File: config.mk
export PLATFORM = sky130hd
export DESIGN_NAME = tpc_program_loader
export DESIGN_NICKNAME = d
export VERILOG_FILES = /design/src/rtl/tpc_pkg.sv /design/src/rtl/tpc_loader_skid.sv /design/src/rtl/tpc_program_loader.sv
export SDC_FILE = /design/constraint.sdc
export NUM_CORES = 1
export LEC_CHECK = 0
export BUFFER_PORTS_ARGS = -buffer_cell sky130_fd_sc_hd__buf_2
export CORE_AREA = 3 3 189 191
export CTS_BUF_LIST = sky130_fd_sc_hd__clkbuf_4
export DETAILED_ROUTE_END_ITERATION = 10
export DIE_AREA = 0 0 192 194
export PLACE_DENSITY = 0.57
export SYNTH_ARGS = -nofsm -noshare
export SYNTH_HDL_FRONTEND = slang
export SYNTH_HIERARCHICAL = 1
export SYNTH_SLANG_ARGS = --single-unit
File: constraint.sdc
create_clock -name clk -period 4.98 [get_ports clk]
set_input_delay 0.249 -clock clk [delete_from_list [all_inputs] [get_ports clk]]
set_output_delay 0.249 -clock clk [all_outputs]
set_load 0.01 [all_outputs]
File: src/rtl/tpc_pkg.sv
// Shared definitions for the TPC program loader: opcodes, completion codes
// and loader FSM states.
package tpc_pkg;

  localparam logic [7:0] OP_TENSOR = 8'h01;
  localparam logic [7:0] OP_VECTOR = 8'h02;
  localparam logic [7:0] OP_SYNC   = 8'h04;
  localparam logic [7:0] OP_HALT   = 8'hFF;

  typedef enum logic [2:0] {
    ERR_OK            = 3'd0,
    ERR_TPC_ERROR     = 3'd1,
    ERR_TIMEOUT       = 3'd2,
    ERR_NO_HALT       = 3'd3,
    ERR_IMEM_OVERFLOW = 3'd4
  } err_code_e;

  typedef enum logic [2:0] {
    LD_IDLE,
    LD_LOAD,
    LD_DRAIN,
    LD_START,
    LD_RUN,
    LD_DONE
  } loader_state_e;

endpackage

File: src/rtl/tpc_loader_skid.sv
// One-entry valid/ready output register; a new word may enter in the same
// cycle the held word is consumed.
module tpc_loader_skid #(
  parameter int unsigned DATA_W = 128,
  parameter int unsigned ADDR_W = 20
) (
  input  logic              clk,
  input  logic              rst,
  input  logic              in_valid,
  output logic              in_ready,
  input  logic [DATA_W-1:0] in_data,
  input  logic [ADDR_W-1:0] in_addr,
  output logic              out_valid,
  input  logic              out_ready,
  output logic [DATA_W-1:0] out_data,
  output logic [ADDR_W-1:0] out_addr
);

  assign in_ready = !out_valid || out_ready;

  always_ff @(posedge clk) begin
    if (rst) begin
      out_valid <= 1'b0;
      out_data  <= '0;
      out_addr  <= '0;
    end else if (in_ready) begin
      out_valid <= in_valid;
      if (in_valid) begin
        out_data <= in_data;
        out_addr <= in_addr;
      end
    end
  end

endmodule

File: src/rtl/tpc_program_loader.sv
// Streams a host program into TPC instruction memory over the NoC receive
// port, launches the TPC at the load base and supervises completion.
module tpc_program_loader
  import tpc_pkg::*;
#(
  parameter int unsigned SRAM_WIDTH     = 256,
  parameter int unsigned INSTR_WIDTH    = 128,
  parameter int unsigned IMEM_DEPTH     = 256,
  parameter int unsigned TIMEOUT_CYCLES = 4096,
  parameter int unsigned CNT_W          = 16
) (
  input  logic                   clk,
  input  logic                   rst,
  input  logic                   go,
  input  logic                   load_en,
  input  logic [19:0]            base_pc,
  input  logic                   s_valid,
  output logic                   s_ready,
  input  logic [INSTR_WIDTH-1:0] s_data,
  input  logic                   s_last,
  output logic [SRAM_WIDTH-1:0]  noc_rx_data,
  output logic [19:0]            noc_rx_addr,
  output logic                   noc_rx_valid,
  input  logic                   noc_rx_ready,
  output logic                   noc_rx_is_instr,
  output logic                   tpc_start,
  output logic [19:0]            tpc_start_pc,
  input  logic                   tpc_busy,
  input  logic                   tpc_done,
  input  logic                   tpc_error,
  output logic                   busy,
  output logic                   done,
  output logic [2:0]             err_code,
  output logic [CNT_W-1:0]       instr_count,
  output logic [CNT_W-1:0]       run_cycles
);

  localparam int unsigned PC_W = 20;
  localparam logic [CNT_W-1:0] TMO_LAST = CNT_W'(TIMEOUT_CYCLES - 1);

  loader_state_e state, state_next;
  err_code_e     err_q, err_next;

  logic [PC_W-1:0]        base_q;
  logic [CNT_W-1:0]       count_q;
  logic [CNT_W-1:0]       cycles_q;
  logic                   last_q;
  logic                   halt_q;
  logic                   start_q;
  logic                   accept;
  logic                   push;
  logic                   skid_ready;
  logic                   buf_valid;
  logic                   buf_empty_next;
  logic                   ovf;
  logic [PC_W:0]          wr_addr_wide;
  logic [INSTR_WIDTH-1:0] buf_data;
  logic [PC_W-1:0]        buf_addr;
  logic                   unused_inputs;

  assign unused_inputs = tpc_busy;

  // One extra address bit so a base near the top of the PC space cannot wrap
  // back into range.
  assign wr_addr_wide = {1'b0, base_q} + (PC_W+1)'(count_q);
  assign ovf          = wr_addr_wide >= (PC_W+1)'(IMEM_DEPTH);

  assign accept         = s_valid && s_ready;
  assign push           = accept && (state == LD_LOAD) && !ovf;
  assign buf_empty_next = !buf_valid || noc_rx_ready;

  tpc_loader_skid #(
    .DATA_W (INSTR_WIDTH),
    .ADDR_W (PC_W)
  ) u_skid (
    .clk       (clk),
    .rst       (rst),
    .in_valid  (push),
    .in_ready  (skid_ready),
    .in_data   (s_data),
    .in_addr   (wr_addr_wide[PC_W-1:0]),
    .out_valid (buf_valid),
    .out_ready (noc_rx_ready),
    .out_data  (buf_data),
    .out_addr  (buf_addr)
  );

  always_comb begin
    state_next = state;
    err_next   = err_q;
    s_ready    = 1'b0;
    unique case (state)
      LD_IDLE: begin
        if (go) begin
          state_next = load_en ? LD_LOAD : LD_START;
          err_next   = ERR_OK;
        end
      end
      LD_LOAD: begin
        s_ready = !last_q && skid_ready;
        if (s_valid && s_ready && ovf) begin
          state_next = LD_DRAIN;
          err_next   = ERR_IMEM_OVERFLOW;
        end else if (last_q && buf_empty_next) begin
          if (halt_q) begin
            state_next = LD_START;
          end else begin
            state_next = LD_DONE;
            err_next   = ERR_NO_HALT;
          end
        end
      end
      LD_DRAIN: begin
        // Words already in the output register still complete their write.
        s_ready = !last_q;
        if (last_q && buf_empty_next) state_next = LD_DONE;
      end
      LD_START: begin
        if (start_q) state_next = LD_RUN;
      end
      LD_RUN: begin
        if (tpc_error) begin
          state_next = LD_DONE;
          err_next   = ERR_TPC_ERROR;
        end else if (tpc_done) begin
          state_next = LD_DONE;
          err_next   = ERR_OK;
        end else if (cycles_q == TMO_LAST) begin
          state_next = LD_DONE;
          err_next   = ERR_TIMEOUT;
        end
      end
      LD_DONE: state_next = LD_IDLE;
      default: state_next = LD_IDLE;
    endcase
  end

  always_ff @(posedge clk) begin
    if (rst) begin
      state    <= LD_IDLE;
      err_q    <= ERR_OK;
      base_q   <= '0;
      count_q  <= '0;
      cycles_q <= '0;
      last_q   <= 1'b0;
      halt_q   <= 1'b0;
      start_q  <= 1'b0;
    end else begin
      state   <= state_next;
      err_q   <= err_next;
      start_q <= (state == LD_START) && !start_q;
      if (state == LD_IDLE && go) begin
        base_q   <= base_pc;
        count_q  <= '0;
        cycles_q <= '0;
        last_q   <= 1'b0;
        halt_q   <= 1'b0;
      end
      if (accept) begin
        if (count_q != '1) count_q <= count_q + CNT_W'(1);
        if (s_last) begin
          last_q <= 1'b1;
          halt_q <= (s_data[INSTR_WIDTH-1 -: 8] == OP_HALT);
        end
      end
      if (state == LD_RUN && cycles_q != '1) cycles_q <= cycles_q + CNT_W'(1);
    end
  end

  always_comb begin
    noc_rx_data                  = '0;
    noc_rx_data[INSTR_WIDTH-1:0] = buf_data;
  end

  assign noc_rx_addr     = buf_addr;
  assign noc_rx_valid    = buf_valid;
  assign noc_rx_is_instr = buf_valid;
  assign tpc_start       = (state == LD_START);
  assign tpc_start_pc    = tpc_start ? base_q : '0;
  assign busy            = (state != LD_IDLE);
  assign done            = (state == LD_DONE);
  assign err_code        = err_q;
  assign instr_count     = count_q;
  assign run_cycles      = cycles_q;

endmodule

==> results.json, run 1 <==
{
  "clkSlewWorstSetupHoldPaths_ns": 0.06,
  "gp_congestion": 0.846,
  "die_h_um": 194,
  "final_cell_mix": "buf_2, dfxtp_1, nand3_1",
  "critical_path_arrival_ns": 5.17,
  "max_freq_ghz": 0.222,
  "routed_wl_mm": 38.6,
  "startpoint": "instr_count[0]",
  "final_util": 0.461,
  "slew_headroom": 0.337,
  "die_area_um2": 37200,
  "netlist_area_um2": 12000,
  "path_max_fanout": 51,
  "synth_seq_area_share": 0.351,
  "setup-violations-final": 0,
  "yosys_warnings": 6,
  "rsz0062_at_grt": "no",
  "cts_max_level": 2,
  "portBuffers": 365,
  "grtUsageTotal": 0.194,
  "dp_slack_ns": 0.521,
  "crit_required_ns": 5.64,
  "gr-total-overflow": 0,
  "syn_to_final_growth_pct": 31.9,
  "routedWlPerCell_um": 16.3,
  "reg2reg_slack_ns": 0.47,
  "core_um2": 34300,
  "vias": 11546,
  "cts-buffers-inserted": 61,
  "rr_startpoint": "instr_count[0]",
  "endpoint_kind": "flip-flop",
  "leakagePower_nw": 7.09,
  "min-delay-start": "s_valid",
  "ys_top_cells_by_area": "dfxtp_1, buf_4, nand3_1, a21bo_2, a21oi_1",
  "drive_gt1_frac": 0.339,
  "status": "finished, final reports clean",
  "clkSinkCount": 210,
  "ys_types": 88,
  "final_hold_viol_count": 0,
  "stdcell_count": 2367,
  "clock_latency_ns": 0.75,
  "synthFlopType": "dfxtp_1",
  "slew_violations": 0,
  "cts_buffer_depth": 3,
  "cts-root-buf": "clkbuf_4",
  "dp_hpwl_mm": 26.1,
  "criticalPathCategory": "reg -> reg",
  "viasPerCell": 4.88,
  "timing.final.crit_share": 0.905,
  "ant_nets": 0,
  "avgSynthCellArea_um2": 8.62,
  "cap_violations": 0,
  "finalNetCount": 2046,
  "antenna_found_initial": 2,
  "worstMarginPinSlew_ns": 0.995,
  "yosys_register_bits": 210,
  "vdd_drop_max_v": 0.000296,
  "worst_slack_ns": 0.472,
  "drt_first_pass_iters": 5,
  "dp_cells": 2106,
  "grt_pass1_vias": 10993,
  "startpoint_type": "flip-flop",
  "die_x_um": 192,
  "num_rows": 68,
  "final_common_cell": "buf_2",
  "power.density_nw_per_um2": 307,
  "route.detailed.drc": 0,
  "fin_crit_ns": 4.51,
  "yosysTopAreaCellShare": 0.351,
  "hp-class": "in -> reg",
  "async_reset_ff_frac": 0,
  "start_util": 0.349,
  "yosys.area.top_type": "dfxtp_1",
  "first_iter_violations": 481,
  "grt_first_pass_wirelength_mm": 59.1,
  "ioPinCount": 495,
  "synth-edff-count": 0,
  "grt_max_degree": 106,
  "tns_ns": 0,
  "netlist_instances": 1389,
  "fin_skew_ns": 0.0236,
  "cts_tree": "done"
}
worst paths after layout:
kind | endpoint | depth (start not counted)
worst max-delay path | u_skid/out_data[74] | 14
worst max register to register | u_skid/out_data[74] | 14
worst min register to register | start_q | 1
worst min-delay path | halt_q | 5
repair_timing:
item | 4_1_cts | 5_1_grt
endpoints found under the hold margin | 155 | 0
resized for setup | 0 | 0
buffers inserted | 0 | 0
hold buffers | 155 | 0
endpoints found under the setup margin | 0 | 0
cells in the mapped netlist, types with 4 or more instances:
cell        n
nand3_1   169
a21bo_1    70
dfxtp_1   210
xor2_1      4
nor3b_1     6
inv_1       9
a21oi_2    64
nor2_1     56
nand4_1     9
buf_6      14
nand2_1    82
buf_4     134
a21o_1      8
a21oi_1   152
buf_2      26
a21bo_2    79
o21ai_0    30
ha_1       18
o211ai_1    5
and3_1     32
xnor2_1     9
a31oi_1     6
clkbuf_1   69
nor3_1     16
and2_1      7
nor4_1      8
nand3b_1    7
a211oi_1   10
kinds of logic after synthesis:
logic type,after synthesis,synth area share
xor gates and xnor gates,14,0.0109
AOI/OAI and AO/OA,463,0.296
DFF,210,0.351
adders and majority gates,19,0.0205
other,1,0.000313
and+or+nand+nor,424,0.182
muxes,2,0.00178
buffers and inverters,256,0.137
power by group:
group / internal [mW] / total, mW / switching, mW
sequential: 1.77 / 1.90 / 0.130
combinational: 0.524 / 1.32 / 0.795
clock: 0.874 / 1.63 / 0.752
registers in the layout, indices dropped and copies added, names as in the netlist:
name and count:
u_skid/out_data 128, base_q 20, u_skid/out_addr 20, instr_count 16, run_cycles 16, err_code 3
state 3, halt_q 1, last_q 1, start_q 1, u_skid/out_valid 1
cell type report:
class                   instances  area, µm²
multi-input cells            1050       6620
clock inverters                13       78.8
flip-flops and latches        210       4200
diodes                          2       5.00
fillers                      3401      18500
inverters                       9       33.8
well taps                     455        569
repair buffers                537       3600
clock buffers                  91        683
routing by layer:
metal	vias to the layer above	global-route usage	wire length [µm]
met5	-	0	0
met4	0	0.0890	1300
met3	85	0.0618	3350
met2	418	0.322	18400
met1	5350	0.228	15500
li1	5693	-	-
worst max-delay path: stages (launching register included):
cell and delay, ns:
dfxtp_1 0.36, ha_1 0.25, fa_1 0.42, a21o_1 0.24
a221oi_2 0.38, o21ai_0 0.16, xor2_1 0.22, a2111oi_4 0.47
nand4bb_2 0.22, or3_1 0.40, nor4_4 0.40, buf_12 0.28
buf_12 0.26, nand3_1 0.16, a21oi_2 0.18
through the flow:
step           instance area (µm²)  power, mW  hold WS (ns)
5_1_grt                      15800       5.17        0.0674
6_report                     15800       4.85         0.113
4_1_cts                      15800       4.92        0.0244
2_1_floorplan                12500       2.85         0.385
3_5_place_dp                 13500       3.14         0.461
3_3_place_gp                 13500       3.13         0.446
(Power assumes the default switching activity.)
==> run 2, diff against run 1 <==
Settings changed: CORE_AREA 3 3 189 191 to 3 3 194 196, DIE_AREA 0 0 192 194 to 0 0 197 199, PLACE_DENSITY 0.57 to 0.54.
==> results.json, run 2 (synthesized netlist as in run 1, its figures left out) <==
{
  "status": "finished, final reports clean",
  "finalNetCount": 2047,
  "cts-buffers-inserted": 66,
  "ant_nets": 0,
  "regMostFlops": "u_skid/out_data",
  "route.detailed.drc": 0,
  "cts_max_level": 3,
  "reg.largest.list": "u_skid/out_data (128), base_q (20), u_skid/out_addr (20)",
  "cts-root-buf": "clkbuf_4",
  "max_freq_ghz": 0.225,
  "dp_hpwl_mm": 26.3,
  "core_um2": 36300,
  "cts_buffer_depth": 3,
  "startpoint_type": "flip-flop",
  "fin_crit_ns": 4.44,
  "clockPowerShare": 0.334,
  "pwr-share-comb": 0.272,
  "hp-class": "in -> reg",
  "worstMarginPinSlew_ns": 1.09,
  "gp_congestion": 0.833,
  "p_seq_frac": 0.394,
  "timing.final.crit_share": 0.891,
  "p_switching_mw": 1.70,
  "slew_headroom": 0.272,
  "rsz0062_at_grt": "no",
  "gr-total-overflow": 0,
  "drt_first_pass_iters": 5,
  "whs_ns": 0.0926,
  "fillers": 3754,
  "antenna_found_initial": 1,
  "routed_wl_mm": 38.7,
  "final_util": 0.433,
  "final_hold_viol_count": 0,
  "worst_slack_ns": 0.542,
  "critical_path_arrival_ns": 4.95,
  "vdd_drop_max_v": 0.000249,
  "cap_violations": 0,
  "criticalPathCategory": "reg -> reg",
  "drive_gt1_frac": 0.336,
  "cts.repair.resized": 0,
  "clkSinkCount": 210,
  "clkSlewWorstSetupHoldPaths_ns": 0.07,
  "portBuffers": 365,
  "power.density_nw_per_um2": 307,
  "grt_pass1_vias": 11206,
  "leakagePower_nw": 7.04,
  "start_util": 0.330,
  "postCtsSetupRepairBufs": 0,
  "finalPower_mw": 4.83,
  "final_common_cell": "buf_2",
  "grt_first_pass_wirelength_mm": 59.3,
  "dp_slack_ns": 0.558,
  "num_rows": 70,
  "endpoint_kind": "flip-flop",
  "cts_tree": "done",
  "ioPinCount": 495,
  "die_h_um": 199,
  "die_x_um": 197,
  "grt_max_degree": 112,
  "final_cell_mix": "buf_2, dfxtp_1, nand3_1",
  "grtUsageTotal": 0.186,
  "syn_to_final_growth_pct": 31.2,
  "clock_latency_ns": 0.71,
  "setup-violations-final": 0,
  "tns_ns": 0,
  "p_int_mw": 3.14,
  "first_iter_violations": 493,
  "routedWlPerCell_um": 16.3,
  "p_sw_frac": 0.351,
  "vias": 11436,
  "die_area_um2": 39200,
  "path_max_fanout": 101,
  "crit_required_ns": 5.49,
  "hold_buffers": 153,
  "viasPerCell": 4.82,
  "slew_violations": 0,
  "largest_reg_flops": 128,
  "fin_skew_ns": 0.0526
}
run 2: changes by cell type in the layout (fill, tap and decap cells not counted), sizes merged, moves of 2 or more:
cell,change
buf,-2
clkbuf,-5
dlygate4sd3,-2
inv,+3
run 2: layer usage:
layer	GRT usage	vias to the layer above	routed length, µm
li1	-	5693	-
met5	0	-	0
met1	0.220	5296	16200
met2	0.314	376	18600
met3	0.0588	71	2940
met4	0.0742	0	951
run 2: stage by stage:
step	cells	cell area (µm²)
final	2375	15700
after global routing	2375	15700
after CTS	2374	15700
after detailed placement	2117	13400
after global placement	2117	13400
after floorplan	1516	12500
run 2: area by class of cell:
cell class / count / area [µm²] / share of cell area
well taps: 468 / 586 / 0.0373
repair buffers: 533 / 3530 / 0.225
multi-input cells: 1050 / 6620 / 0.421
clock buffers: 86 / 646 / 0.0411
flip-flops and latches: 210 / 4200 / 0.268
clock inverters: 18 / 97.6 / 0.00621
inverters: 9 / 33.8 / 0.00215
diodes: 1 / 2.50 / 0.000159
run 2: power by group through the flow:
stage	Combinational (mW)	Clock (mW)	Sequential, mW
2_1_floorplan	0.970	0	1.88
3_3_place_gp	1.21	0	1.93
3_5_place_dp	1.21	0	1.94
4_1_cts	1.32	1.70	1.90
5_1_grt	1.46	1.79	1.92
6_report	1.31	1.62	1.90
run 2: worst max-delay path, cell delays in order, from the launching register on:
cell,delay [ns]
dfxtp_1,0.37
ha_1,0.25
fa_1,0.43
a21o_1,0.24
a221o_1,0.35
a211oi_1,0.37
o32ai_1,0.18
a2111oi_4,0.31
nand4bb_2,0.21
or3_1,0.39
nor4_4,0.43
buf_12,0.38
a21bo_2,0.20
a21oi_1,0.06
run 2: path summary, 6_finish.rpt:
check,from,endpoint,slack (ns),depth (start not counted)
setup / recovery,instr_count[0],u_skid/out_data[30],0.54,13
hold reg to reg,err_code[1],err_code[1],0.47,2
setup reg to reg,instr_count[0],u_skid/out_data[30],0.54,13
hold / removal,go,state[1],0.09,3
==> run 3, diff against run 2 <==
Settings changed: CTS_BUF_LIST sky130_fd_sc_hd__clkbuf_4 to sky130_fd_sc_hd__clkbuf_16.
==> results.json, run 3 (synthesized netlist as in run 1, its figures left out) <==
{
  "start_util": 0.330,
  "postCtsSetupRepairBufs": 0,
  "path_max_fanout": 101,
  "routed_wl_mm": 38.0,
  "cts.repair.resized": 0,
  "die_h_um": 199,
  "crit_chain": "ha_1, fa_1, a21o_1, a221o_1, a211oi_1, o32ai_1, a2111oi_4, nand4bb_2, or3_1, nor4_4, buf_12, a21bo_2, a21oi_1",
  "vdd_drop_max_v": 0.000255,
  "tns_ns": 0,
  "ioPinCount": 495,
  "routedWlPerCell_um": 16.5,
  "num_rows": 70,
  "multi_input_area_um2": 6620,
  "reg.largest.list": "u_skid/out_data (128), base_q (20), u_skid/out_addr (20)",
  "cts-root-buf": "clkbuf_16",
  "drive_gt1_frac": 0.321,
  "cts_max_level": 1,
  "slew_headroom": 0.281,
  "cts-buffers-inserted": 26,
  "gr-total-overflow": 0,
  "regMostFlops": "u_skid/out_data",
  "final_hold_viol_count": 0,
  "hp-class": "in -> reg",
  "rr_startpoint": "instr_count[0]",
  "critical_path_arrival_ns": 4.78,
  "power.density_nw_per_um2": 318,
  "finalNetCount": 1993,
  "dp_cells": 2117,
  "min-delay-start": "s_data[74]",
  "drt_first_pass_iters": 5,
  "worstMarginPinSlew_ns": 1.08,
  "grt_first_pass_wirelength_mm": 58.2,
  "startpoint": "instr_count[0]",
  "criticalPathCategory": "reg -> reg",
  "clkSinkCount": 210,
  "vias": 11133,
  "cts_tree": "done",
  "ant_nets": 0,
  "endpoint_kind": "flip-flop",
  "startpoint_type": "flip-flop",
  "final_cell_mix": "buf_2, dfxtp_1, nand3_1",
  "core_um2": 36300,
  "fin_crit_ns": 4.41,
  "leakagePower_nw": 6.93,
  "dp_hpwl_mm": 26.3,
  "stdcell_count": 2302,
  "rsz0062_at_grt": "no",
  "crit_path_max_incr_delay_ns": 0.43,
  "crit_required_ns": 5.34,
  "clock_latency_ns": 0.52,
  "die_x_um": 197,
  "final_util": 0.431,
  "viasPerCell": 4.84,
  "cap_violations": 0,
  "setup-violations-final": 0,
  "timing.final.crit_share": 0.886,
  "antenna_found_initial": 0,
  "crit_slowest_cell": "fa_1",
  "gp_congestion": 0.833,
  "route.detailed.drc": 0,
  "status": "finished, final reports clean",
  "die_area_um2": 39200,
  "grtUsageTotal": 0.179,
  "fin_skew_ns": 0.0113,
  "grt_max_degree": 112,
  "grt_pass1_vias": 10682,
  "syn_to_final_growth_pct": 30.5,
  "largest_reg_flops": 128,
  "cts_buffer_depth": 3,
  "fillers": 3730,
  "final_common_cell": "buf_2",
  "seq_area_um2": 4200,
  "first_iter_violations": 465,
  "clkSlewWorstSetupHoldPaths_ns": 0.06,
  "max_freq_ghz": 0.227,
  "portBuffers": 365,
  "diodes": 0,
  "slew_violations": 0
}
## run 3: cell types whose count changed in the layout (fill, tap and decap cells not counted), moves of 6 or more
cell	delta
clkbuf_4	-86
clkbuf_16	+27
dlygate4sd3_1	-14
clkinv_1	-8
clkinv_2	+6
## run 3: worst paths after layout
kind / to / depth (start not counted) / slack [ns]
worst min-delay path: u_skid/out_data[74] / 3 / 0.02
worst max register to register: u_skid/out_data[23] / 13 / 0.57
worst min register to register: start_q / 1 / 0.48
worst max-delay path: u_skid/out_data[23] / 13 / 0.57
## run 3: repair_timing
action                     in CTS  in global routing
hold buffers                  139                  0
setup endpoints to repair       0                  0
hold endpoints to repair      139                  0
## run 3: metrics by stage
stage               instance area, µm²  hold WS, ns  setup slack, ns  power (mW)
finish                           15600       0.0211            0.568        4.96
global route                     15600      0.00328            0.251        5.26
CTS                              15600     0.000723            0.551        5.04
detailed placement               13400        0.471            0.558        3.15
global placement                 13400        0.453            0.578        3.14
floorplan                        12500        0.385             1.11        2.85
## run 3: worst max-delay path, delay by kind of cell, from the launching register on
| kind | cells | cell delay (ns) |
|---|---|---|
| buffers and inverters | 1 | 0.39 |
| flip-flops | 1 | 0.37 |
| AND/OR/NAND/NOR | 3 | 1.04 |
| adder cells (fa/ha/maj) | 2 | 0.68 |
| AO/OA/AOI/OAI | 7 | 1.72 |
## run 3: area by class of cell
cell class | instances | area share
multi-input combinational | 1050 | 0.423
sequential | 210 | 0.269
timing repair buffer | 519 | 0.217
clock buffer | 27 | 0.0432
tap | 468 | 0.0375
clock inverter | 19 | 0.00769
inverter | 9 | 0.00216
## run 3: metal layers
layer	vias up	routed length (µm)	part of all wire	track usage
met5	-	0	0	0
met4	0	1010	0.026	0.0483
met3	52	2810	0.074	0.0457
met2	347	18200	0.48	0.307
met1	5183	16000	0.42	0.225
li1	5551	-	-	-
## run 3: power by group
group          total [mW]  internal, mW  switching, mW
Clock                1.76          1.03          0.736
Sequential           1.90          1.77          0.128
Combinational        1.30         0.508          0.793
Total                4.96          3.31           1.66
